**src/rtl/cpu_clk_pkg.sv**
```systemverilog
// cpu_clk_pkg: state encoding and default constants shared by the CPU run/step
// control slice.
package cpu_clk_pkg;

    // Encoding is visible on the board display, so it is fixed rather than left to the tools.
    typedef enum logic [1:0] {
        ST_IDLE = 2'b00,
        ST_RUN  = 2'b01,
        ST_STEP = 2'b10,
        ST_HALT = 2'b11
    } state_t;

    localparam int unsigned DB_CYCLES_DEFAULT = 1000000;

endpackage

```
**src/rtl/btn_debounce.sv**
```systemverilog
// btn_debounce: synchronises a bouncy push-button and emits a one-clk pulse per
// debounced press; release produces no pulse.
module btn_debounce
    import cpu_clk_pkg::*;
#(
    parameter int unsigned DB_CYCLES = DB_CYCLES_DEFAULT
) (
    input  logic clk,
    input  logic reset,
    input  logic btn_i,
    output logic press_o
);

    localparam int CW = (DB_CYCLES > 1) ? $clog2(DB_CYCLES) : 1;
    localparam logic [CW-1:0] CNT_MAX = CW'(DB_CYCLES - 1);

    logic          btn_s1_q;
    logic          btn_s_q;
    logic          stable_q;
    logic          press_q;
    logic [CW-1:0] cnt_q;

    // The counter only survives while btn_s disagrees with the accepted level, so any bounce restarts the window.
    always_ff @(posedge clk or negedge reset) begin
        if (!reset) begin
            btn_s1_q <= 1'b0;
            btn_s_q  <= 1'b0;
            stable_q <= 1'b0;
            press_q  <= 1'b0;
            cnt_q    <= '0;
        end else begin
            btn_s1_q <= btn_i;
            btn_s_q  <= btn_s1_q;
            press_q  <= 1'b0;
            if (btn_s_q == stable_q) begin
                cnt_q <= '0;
            end else if (cnt_q == CNT_MAX) begin
                stable_q <= btn_s_q;
                press_q  <= btn_s_q;
                cnt_q    <= '0;
            end else begin
                cnt_q <= cnt_q + CW'(1);
            end
        end
    end

    assign press_o = press_q;

endmodule

```
**src/rtl/cpu_step_ctrl.sv**
```systemverilog
// cpu_step_ctrl: free-run / single-step controller issuing a one-clk CPU clock enable.
// Define CPU_STEP_BREAKPOINT_EN to halt free-run when an armed bp_addr matches pc.
module cpu_step_ctrl
    import cpu_clk_pkg::*;
#(
    parameter int unsigned DB_CYCLES = DB_CYCLES_DEFAULT,
    parameter int unsigned CNT_W     = 32,
    parameter int unsigned PC_W      = 32
) (
    input  logic             clk,
    input  logic             reset,
    input  logic             tick_in,
    input  logic             run_sw,
    input  logic             step_btn,
    input  logic [PC_W-1:0]  pc,
    input  logic [PC_W-1:0]  bp_addr,
    input  logic             bp_valid,
    output logic             cpu_ce,
    output logic [1:0]       state_out,
    output logic [CNT_W-1:0] cycle_cnt
);

    logic             tick_s1_q, tick_s_q, tick_dly_q;
    logic             run_s1_q, run_s_q;
    logic             tick_rise;
    logic             step_press;
    logic             bp_hit;
    state_t           state_q;
    logic             cpu_ce_q;
    logic [CNT_W-1:0] cycle_cnt_q;

    always_ff @(posedge clk or negedge reset) begin
        if (!reset) begin
            tick_s1_q  <= 1'b0;
            tick_s_q   <= 1'b0;
            tick_dly_q <= 1'b0;
            run_s1_q   <= 1'b0;
            run_s_q    <= 1'b0;
        end else begin
            tick_s1_q  <= tick_in;
            tick_s_q   <= tick_s1_q;
            tick_dly_q <= tick_s_q;
            run_s1_q   <= run_sw;
            run_s_q    <= run_s1_q;
        end
    end

    assign tick_rise = tick_s_q & ~tick_dly_q;

    btn_debounce #(
        .DB_CYCLES (DB_CYCLES)
    ) u_step_db (
        .clk     (clk),
        .reset   (reset),
        .btn_i   (step_btn),
        .press_o (step_press)
    );

`ifdef CPU_STEP_BREAKPOINT_EN
    assign bp_hit = bp_valid && (pc == bp_addr);
`else
    logic unused_bp;
    assign bp_hit    = 1'b0;
    assign unused_bp = ^{pc, bp_addr, bp_valid};
`endif

    // cpu_ce only follows a single-clk tick_rise, so it can never be high on consecutive clks.
    always_ff @(posedge clk or negedge reset) begin
        if (!reset) begin
            state_q     <= ST_IDLE;
            cpu_ce_q    <= 1'b0;
            cycle_cnt_q <= '0;
        end else begin
            cpu_ce_q    <= 1'b0;
            cycle_cnt_q <= cycle_cnt_q + CNT_W'(cpu_ce_q);
            case (state_q)
                ST_IDLE: begin
                    if (run_s_q)         state_q <= ST_RUN;
                    else if (step_press) state_q <= ST_STEP;
                end
                ST_RUN: begin
                    if (!run_s_q)                 state_q  <= ST_IDLE;
                    else if (tick_rise && bp_hit) state_q  <= ST_HALT;
                    else                          cpu_ce_q <= tick_rise;
                end
                ST_STEP: begin
                    // A step out of HALT lands here too and is deliberately not re-checked against the breakpoint.
                    if (tick_rise) begin
                        cpu_ce_q <= 1'b1;
                        state_q  <= ST_IDLE;
                    end
                end
                ST_HALT: begin
                    if (!run_s_q)        state_q <= ST_IDLE;
                    else if (step_press) state_q <= ST_STEP;
                end
                default: state_q <= ST_IDLE;
            endcase
        end
    end

    assign cpu_ce    = cpu_ce_q;
    assign state_out = state_q;
    assign cycle_cnt = cycle_cnt_q;

endmodule

```
**config.mk**
```make
export PLATFORM = sky130hd
export DESIGN_NAME = cpu_step_ctrl
export DESIGN_NICKNAME = d
export VERILOG_FILES = /design/src/rtl/cpu_clk_pkg.sv /design/src/rtl/btn_debounce.sv /design/src/rtl/cpu_step_ctrl.sv
export SDC_FILE = /design/constraint.sdc
export NUM_CORES = 1
export LEC_CHECK = 0
export CAP_MARGIN = 20
export CORE_ASPECT_RATIO = 1.5
export CORE_UTILIZATION = 45
export CTS_CLUSTER_SIZE = 30
export DETAILED_ROUTE_END_ITERATION = 16
export PLACE_DENSITY = 0.8
export SYNTH_ARGS = -nofsm -noshare
export SYNTH_HDL_FRONTEND = slang
export SYNTH_HIERARCHICAL = 1
export SYNTH_SLANG_ARGS = --single-unit
```
**constraint.sdc**
```tcl
create_clock -name clk -period 3.29 [get_ports clk]
set_clock_uncertainty 0.1 [all_clocks]
set_input_delay 0.658 -clock clk [delete_from_list [all_inputs] [get_ports clk]]
set_output_delay 0.658 -clock clk [all_outputs]
set_load 0.1 [all_outputs]
```
-- Yosys cells after proc, flatten, opt, wreduce, memory -nomap -nowiden
Cells that the tools add are included.
- output and inout bits: 35
- flip-flop bits (word level): 64
- input port bits: 70
- word-level logic and storage cells: 41
- reductions and logical operators: 3
- equality and inequality tests: 7
- mux-type cells: 13
- bitwise operators: 3
- add/subtract/negate cells: 2
- operator list (cell ; number):
    20-bit 2-to-1 mux ; 2
    32-bit by 1-bit adder with 32-bit output ; 1
    20-bit by 1-bit adder with 20-bit output (second input constant) ; 1
    20-bit == test (second input constant) ; 1
    2-bit 2-to-1 mux ; 5
    2-bit case mux with 4 select lines ; 1
    2-bit == test (second input constant) ; 2
    1-bit 2-to-1 mux ; 4
    2-bit != test (second input constant) ; 2
    2-bit AND reduction ; 2
    2-bit by 1-bit == test with 1-bit output (second input constant) ; 1
    2-bit logical NOT ; 1
    1-bit NOT ; 2
    1-bit case mux with 2 select lines ; 1
    1-bit AND ; 1
    1-bit == test ; 1

-- Depth between registers and ports, before layout
- word-level depth: 4
- depth in mapped cells: 6
- depth with buffers taken out: 6

-- Modules after synthesis
The synthesis kept the hierarchy.
- modules (own cells, without submodules) (module ; instances ; cells an instance ; area an instance (um^2) ; seq. area each (um^2)):
    cpu_step_ctrl ; 1 ; 151 ; 1784.2 ; 1001.0
    btn_debounce ; 1 ; 110 ; 1137.3 ; 600.6

-- Worst setup path after synthesis
No wires, ideal clock.
- path type: flip-flop to flip-flop
- start: reg cycle_cnt_q[0] (netlist: cycle_cnt[0])
- end: reg cycle_cnt_q[24] (netlist: cycle_cnt[24])
- clock period less this slack: 2.582 ns
- setup slack: 0.708 ns
- buffers on the path: 0
- stages on the path, launching flop included: 7
- data required time: 3.032 ns
- arrival time: 2.323 ns
- library setup time: 0.158 ns
- path through: dfrtp_1 -> ha_1 -> ha_1 -> nand4_1 -> nor4_4 -> nand4_1 -> xnor2_1
- word-level cells in the longest chain between the ends: 1
- ends and longest elaborated chain (item ; line ; source):
    start: declaration ; cpu_step_ctrl.sv:30 ; logic [CNT_W-1:0] cycle_cnt_q;
    start signal: assignment ; cpu_step_ctrl.sv:75 ; cycle_cnt_q <= cycle_cnt_q + CNT_W'(cpu_ce_q);
    32-bit by 1-bit adder with 32-bit output ; cpu_step_ctrl.sv:75 ;
Every way passes these cells.
A chain may end at the register's enable or synchronous reset.

-- Final worst setup path
- start: reg u_step_db.cnt_q[0]
- end: reg u_step_db.cnt_q[2]
- word-level cells in the longest chain between the ends: 3
- elaborated cells between the ends (all ways): 4
- classes of those cells: add/sub (1); eq/ne (1); mux (2)
- ends and longest elaborated chain (item ; line ; source):
    start: declaration ; btn_debounce.sv:21 ; logic [CW-1:0] cnt_q;
    start signal: assignment ; btn_debounce.sv:42 ; cnt_q <= cnt_q + CW'(1);
    20-bit by 1-bit adder with 20-bit output or 20-bit == test (tied branches) ; btn_debounce.sv:42, btn_debounce.sv:37 ;
    20-bit 2-to-1 mux * ; btn_debounce.sv:37 ; end else if (cnt_q == CNT_MAX) begin
    20-bit 2-to-1 mux * ; btn_debounce.sv:35 ; if (btn_s_q == stable_q) begin
Every way passes the cells marked *; elsewhere a longest branch is shown, timed or not.

==> key figures <==
Cells and area
  • Most frequent cells in the layout: 64 x dfrtp_1, 37 x buf_4, 31 x xnor2_1
  • Syn-to-layout area delta: 19.9%
  • Nets: 389
  • Commonest non-fill, non-tap cell in the layout: dfrtp_1
  • Filler cell count: 535
  • Share of layout cells above drive strength 1: 19.4%
  • Ant. Diodes: 0

GRT
  • All-layer global routing usage: ~18%
  • Vias in the first global route: 2,069
  • Initial antenna violation count: 0
  • First-pass GRT wire length: ~9100 µm
  • GRT Residual Overflow: 0
  • Pin count of the biggest net entering global routing: 25

Setup path
  • Largest fanout on the critical path: 19
  • Setup CP Type: flop to flop
  • Critical Path Max Stage Delay: roughly 0.75 ns
  • CP Launch Point: u_step_db/cnt_q[0]$_DFF_PN0_
  • Worst path top cell family by delay: compound AO/OA/AOI/OAI gates
  • Critical Path RT: 3.37 ns
  • Arr. time, crit path: 2.21 ns
  • R2r startpoint: u_step_db/cnt_q[0]$_DFF_PN0_
  • CP Depth: 5
  • CP max-delay cell: o31ai_4
  • Reg2reg end: u_step_db/cnt_q[2]$_DFF_PN0_
  • Crit path cell chain: ha_1 -> and3_1 -> nand3_1 -> o31ai_4 -> nor2_1
  • Worst setup path endpoint: u_step_db/cnt_q[2]$_DFF_PN0_
  • Critical path buffer and inverter count: 0
  • R2r setup slk: roughly 1.2 ns
  • Worst setup EP type: flop
  • Critical path startpoint category: flop
  • R2R depth: 5

Floorplan
  • Initial Utilization: 47.0%
  • Ports: 105
  • DIE AREA: 0.00683 mm²
  • Die W: about 68 µm
  • Core footprint: approximately 0.0062 mm²
  • Die Span Y: 101 µm
  • Std-Cell Rows: 35

Power
  • Clk pwr share: between 30% and 40%
  • Total power: 1.79 mW
  • Pwr/cell area: 511 mW/mm²
  • Switch share: 30.2%
  • P_leak: roughly 1.6 nW
  • P_sw: 0.541 mW
  • Sequential power share: between 40 and 50%
  • Worst ir drop on vdd: 484 µV
  • Power share of the combinational group: between 10% and 20%
  • Internal: 1.25 mW

Route
  • Total wire length: 5400 µm
  • Pre-antenna DRT Iters: 4
  • Vias: 2,126
  • DRC: 0
  • Antenna viol nets, final: 0
  • Vias/cell: 5.47
  • First-iteration detailed-routing DRC count: 185
  • Average wire per standard cell: ~14 µm

Placed design
  • Final GP Congestion: around 0.83
  • IO buf count: 39
  • Hpwl dp: around 3800 µm

Yosys
  • Flops & latches, synth: 64
  • Post-synth cell types: 37
  • Synth Instances: 261
  • Synth Area per Inst: 11.2 µm²
  • Synthesis warning total: 6
  • Mapped Area: 0.00292 mm²
  • Sequential share of the synthesized area: 54.8%
  • Net Count, Synth: 339

Run status
  • Status: finished, final reports clean

Clock tree
  • CTS Buf Count: 9
  • CTS max path bufs: 2
  • Number of hold buffers added after cts: 0
  • H-tree Lvls: 3
  • Root buffer cell: clkbuf_8
  • Reg clk slew, reported paths: about 0.070 ns
  • Worst-skew pair later-pin latency: 0.33 ns
  • CTS tree: yes
  • Setup bufs post-CTS: 0
  • Post-CTS resize count: 0
  • Clock sinks: 64

STA
  • Final setup TNS: 0 ns
  • Hold WS: about 0.19 ns
  • Final Max Tran Viols: 0
  • Final setup violation count: 0
  • Fmax: 0.470 GHz
  • Relative slew slack: roughly half
  • Worst Max-Slew Pin Slew: 0.775 ns
  • Period utilization: 64.7%
  • RSZ-0062 raised after global routing: false
  • Post-layout min period: between 2 and 2.5 ns
  • Final Hold Violating Endpoints: 0

Flow run
  • Max_cap viols: 0

Worst hold path
  • Hold Crit Class: input pin to asynchronous set/reset pin
registers in the layout, indices dropped and copies added, names as in the netlist:
register            flops
state_out               2
u_step_db/btn_s1_q      1
run_s_q                 1
u_step_db/stable_q      1
u_step_db/btn_s_q       1
tick_s_q                1
tick_dly_q              1
tick_s1_q               1
cpu_ce                  1
run_s1_q                1
u_step_db/cnt_q        20
cycle_cnt              32
u_step_db/press_o       1
how the worst min path moves through the flow:
stage | endpoint | depth (start not counted) | slack [ns]
finish | u_step_db/cnt_q[19]$_DFF_PN0_ | 1 | 0.19
global route | cycle_cnt[8]$_DFF_PN0_ | 1 | 0.21
CTS | cycle_cnt[1]$_DFF_PN0_ | 1 | 0.19
detailed placement | u_step_db/btn_s_q$_DFF_PN0_ | 0 | 0.24
global placement | run_s_q$_DFF_PN0_ | 0 | 0.23
floorplan | run_s_q$_DFF_PN0_ | 0 | 0.23
power groups by stage:
| stage | combinational, mW | clock [mW] | sequential (mW) |
|---|---|---|---|
| detailed placement | 0.300 | 0 | 0.868 |
| floorplan | 0.0641 | 0 | 1.02 |
| finish | 0.296 | 0.641 | 0.854 |
| global route | 0.310 | 0.700 | 0.860 |
| CTS | 0.300 | 0.661 | 0.854 |
| global placement | 0.292 | 0 | 0.867 |
layout make-up:
type | count | area (µm²) | area share, %
clock inverters | 4 | 45.0 | 1.29
clock buffers | 11 | 141 | 4.04
multi-input cells | 185 | 1270 | 36.3
inverters | 10 | 37.5 | 1.07
repair buffers | 41 | 313 | 8.93
flip-flops and latches | 64 | 1600 | 45.7
well taps | 74 | 92.6 | 2.64
synthesized netlist by cell type (all sizes together):
library cell / count / share of area (%)
dfrtp: 64 / 55
xnor2: 31 / 9.3
nor2: 26 / 3.3
nand3: 20 / 3.4
nand2: 16 / 2.1
nand4: 16 / 4.4
xor2: 14 / 4.2
inv: 10 / 1.3
nor4: 9 / 2.4
ha: 8 / 3.4
nor3: 8 / 1.5
a21oi: 7 / 1.2
and3: 4 / 0.86
o31ai: 3 / 1.2
or3: 3 / 0.64
and4: 2 / 0.60
mux2: 2 / 0.77
nand4b: 2 / 0.60
o21ai: 2 / 0.34
or4: 2 / 0.51
a22o: 1 / 0.30
a22oi: 1 / 0.26
and2: 1 / 0.21
and3b: 1 / 0.30
buf: 1 / 0.17
clkbuf: 1 / 0.17
mux2i: 1 / 0.34
nand2b: 1 / 0.21
nor3b: 1 / 0.26
nor4b: 1 / 0.30
o2bb2ai: 1 / 0.30
or2: 1 / 0.21
cell families after synthesis:
family                     count (synthesis)  share of synthesized area, %
AOI/OAI and AO/OA                         15                          3.64
xor gates and xnor gates                  45                          13.5
adders and majority gates                  8                          3.43
DFF                                       64                          54.8
buffers and inverters                     12                          1.63
muxes                                      3                          1.11
and+or+nand+nor                          114                          21.9
routing by layer:
| metal | vias to the layer above | routed length (µm) | GRT usage, % |
|---|---|---|---|
| met4 | 0 | 132 | 7.69 |
| met5 | - | 0 | 0 |
| li1 | 1021 | - | - |
| met3 | 12 | 191 | 4.86 |
| met2 | 54 | 2700 | 29.4 |
| met1 | 1039 | 2370 | 20.8 |
through the flow:
step           cells  instance area (µm²)  worst slack (ns)  util (%)
6_report         389                 3500              1.16      56.3
4_1_cts          389                 3500              1.15      56.3
3_5_place_dp     374                 3320              1.16      53.3
3_3_place_gp     374                 3320              1.20      53.3
5_1_grt          389                 3500             0.958      56.3
2_1_floorplan    261                 2920             0.708         -
Note: power is estimated with default switching activity, not from simulation.
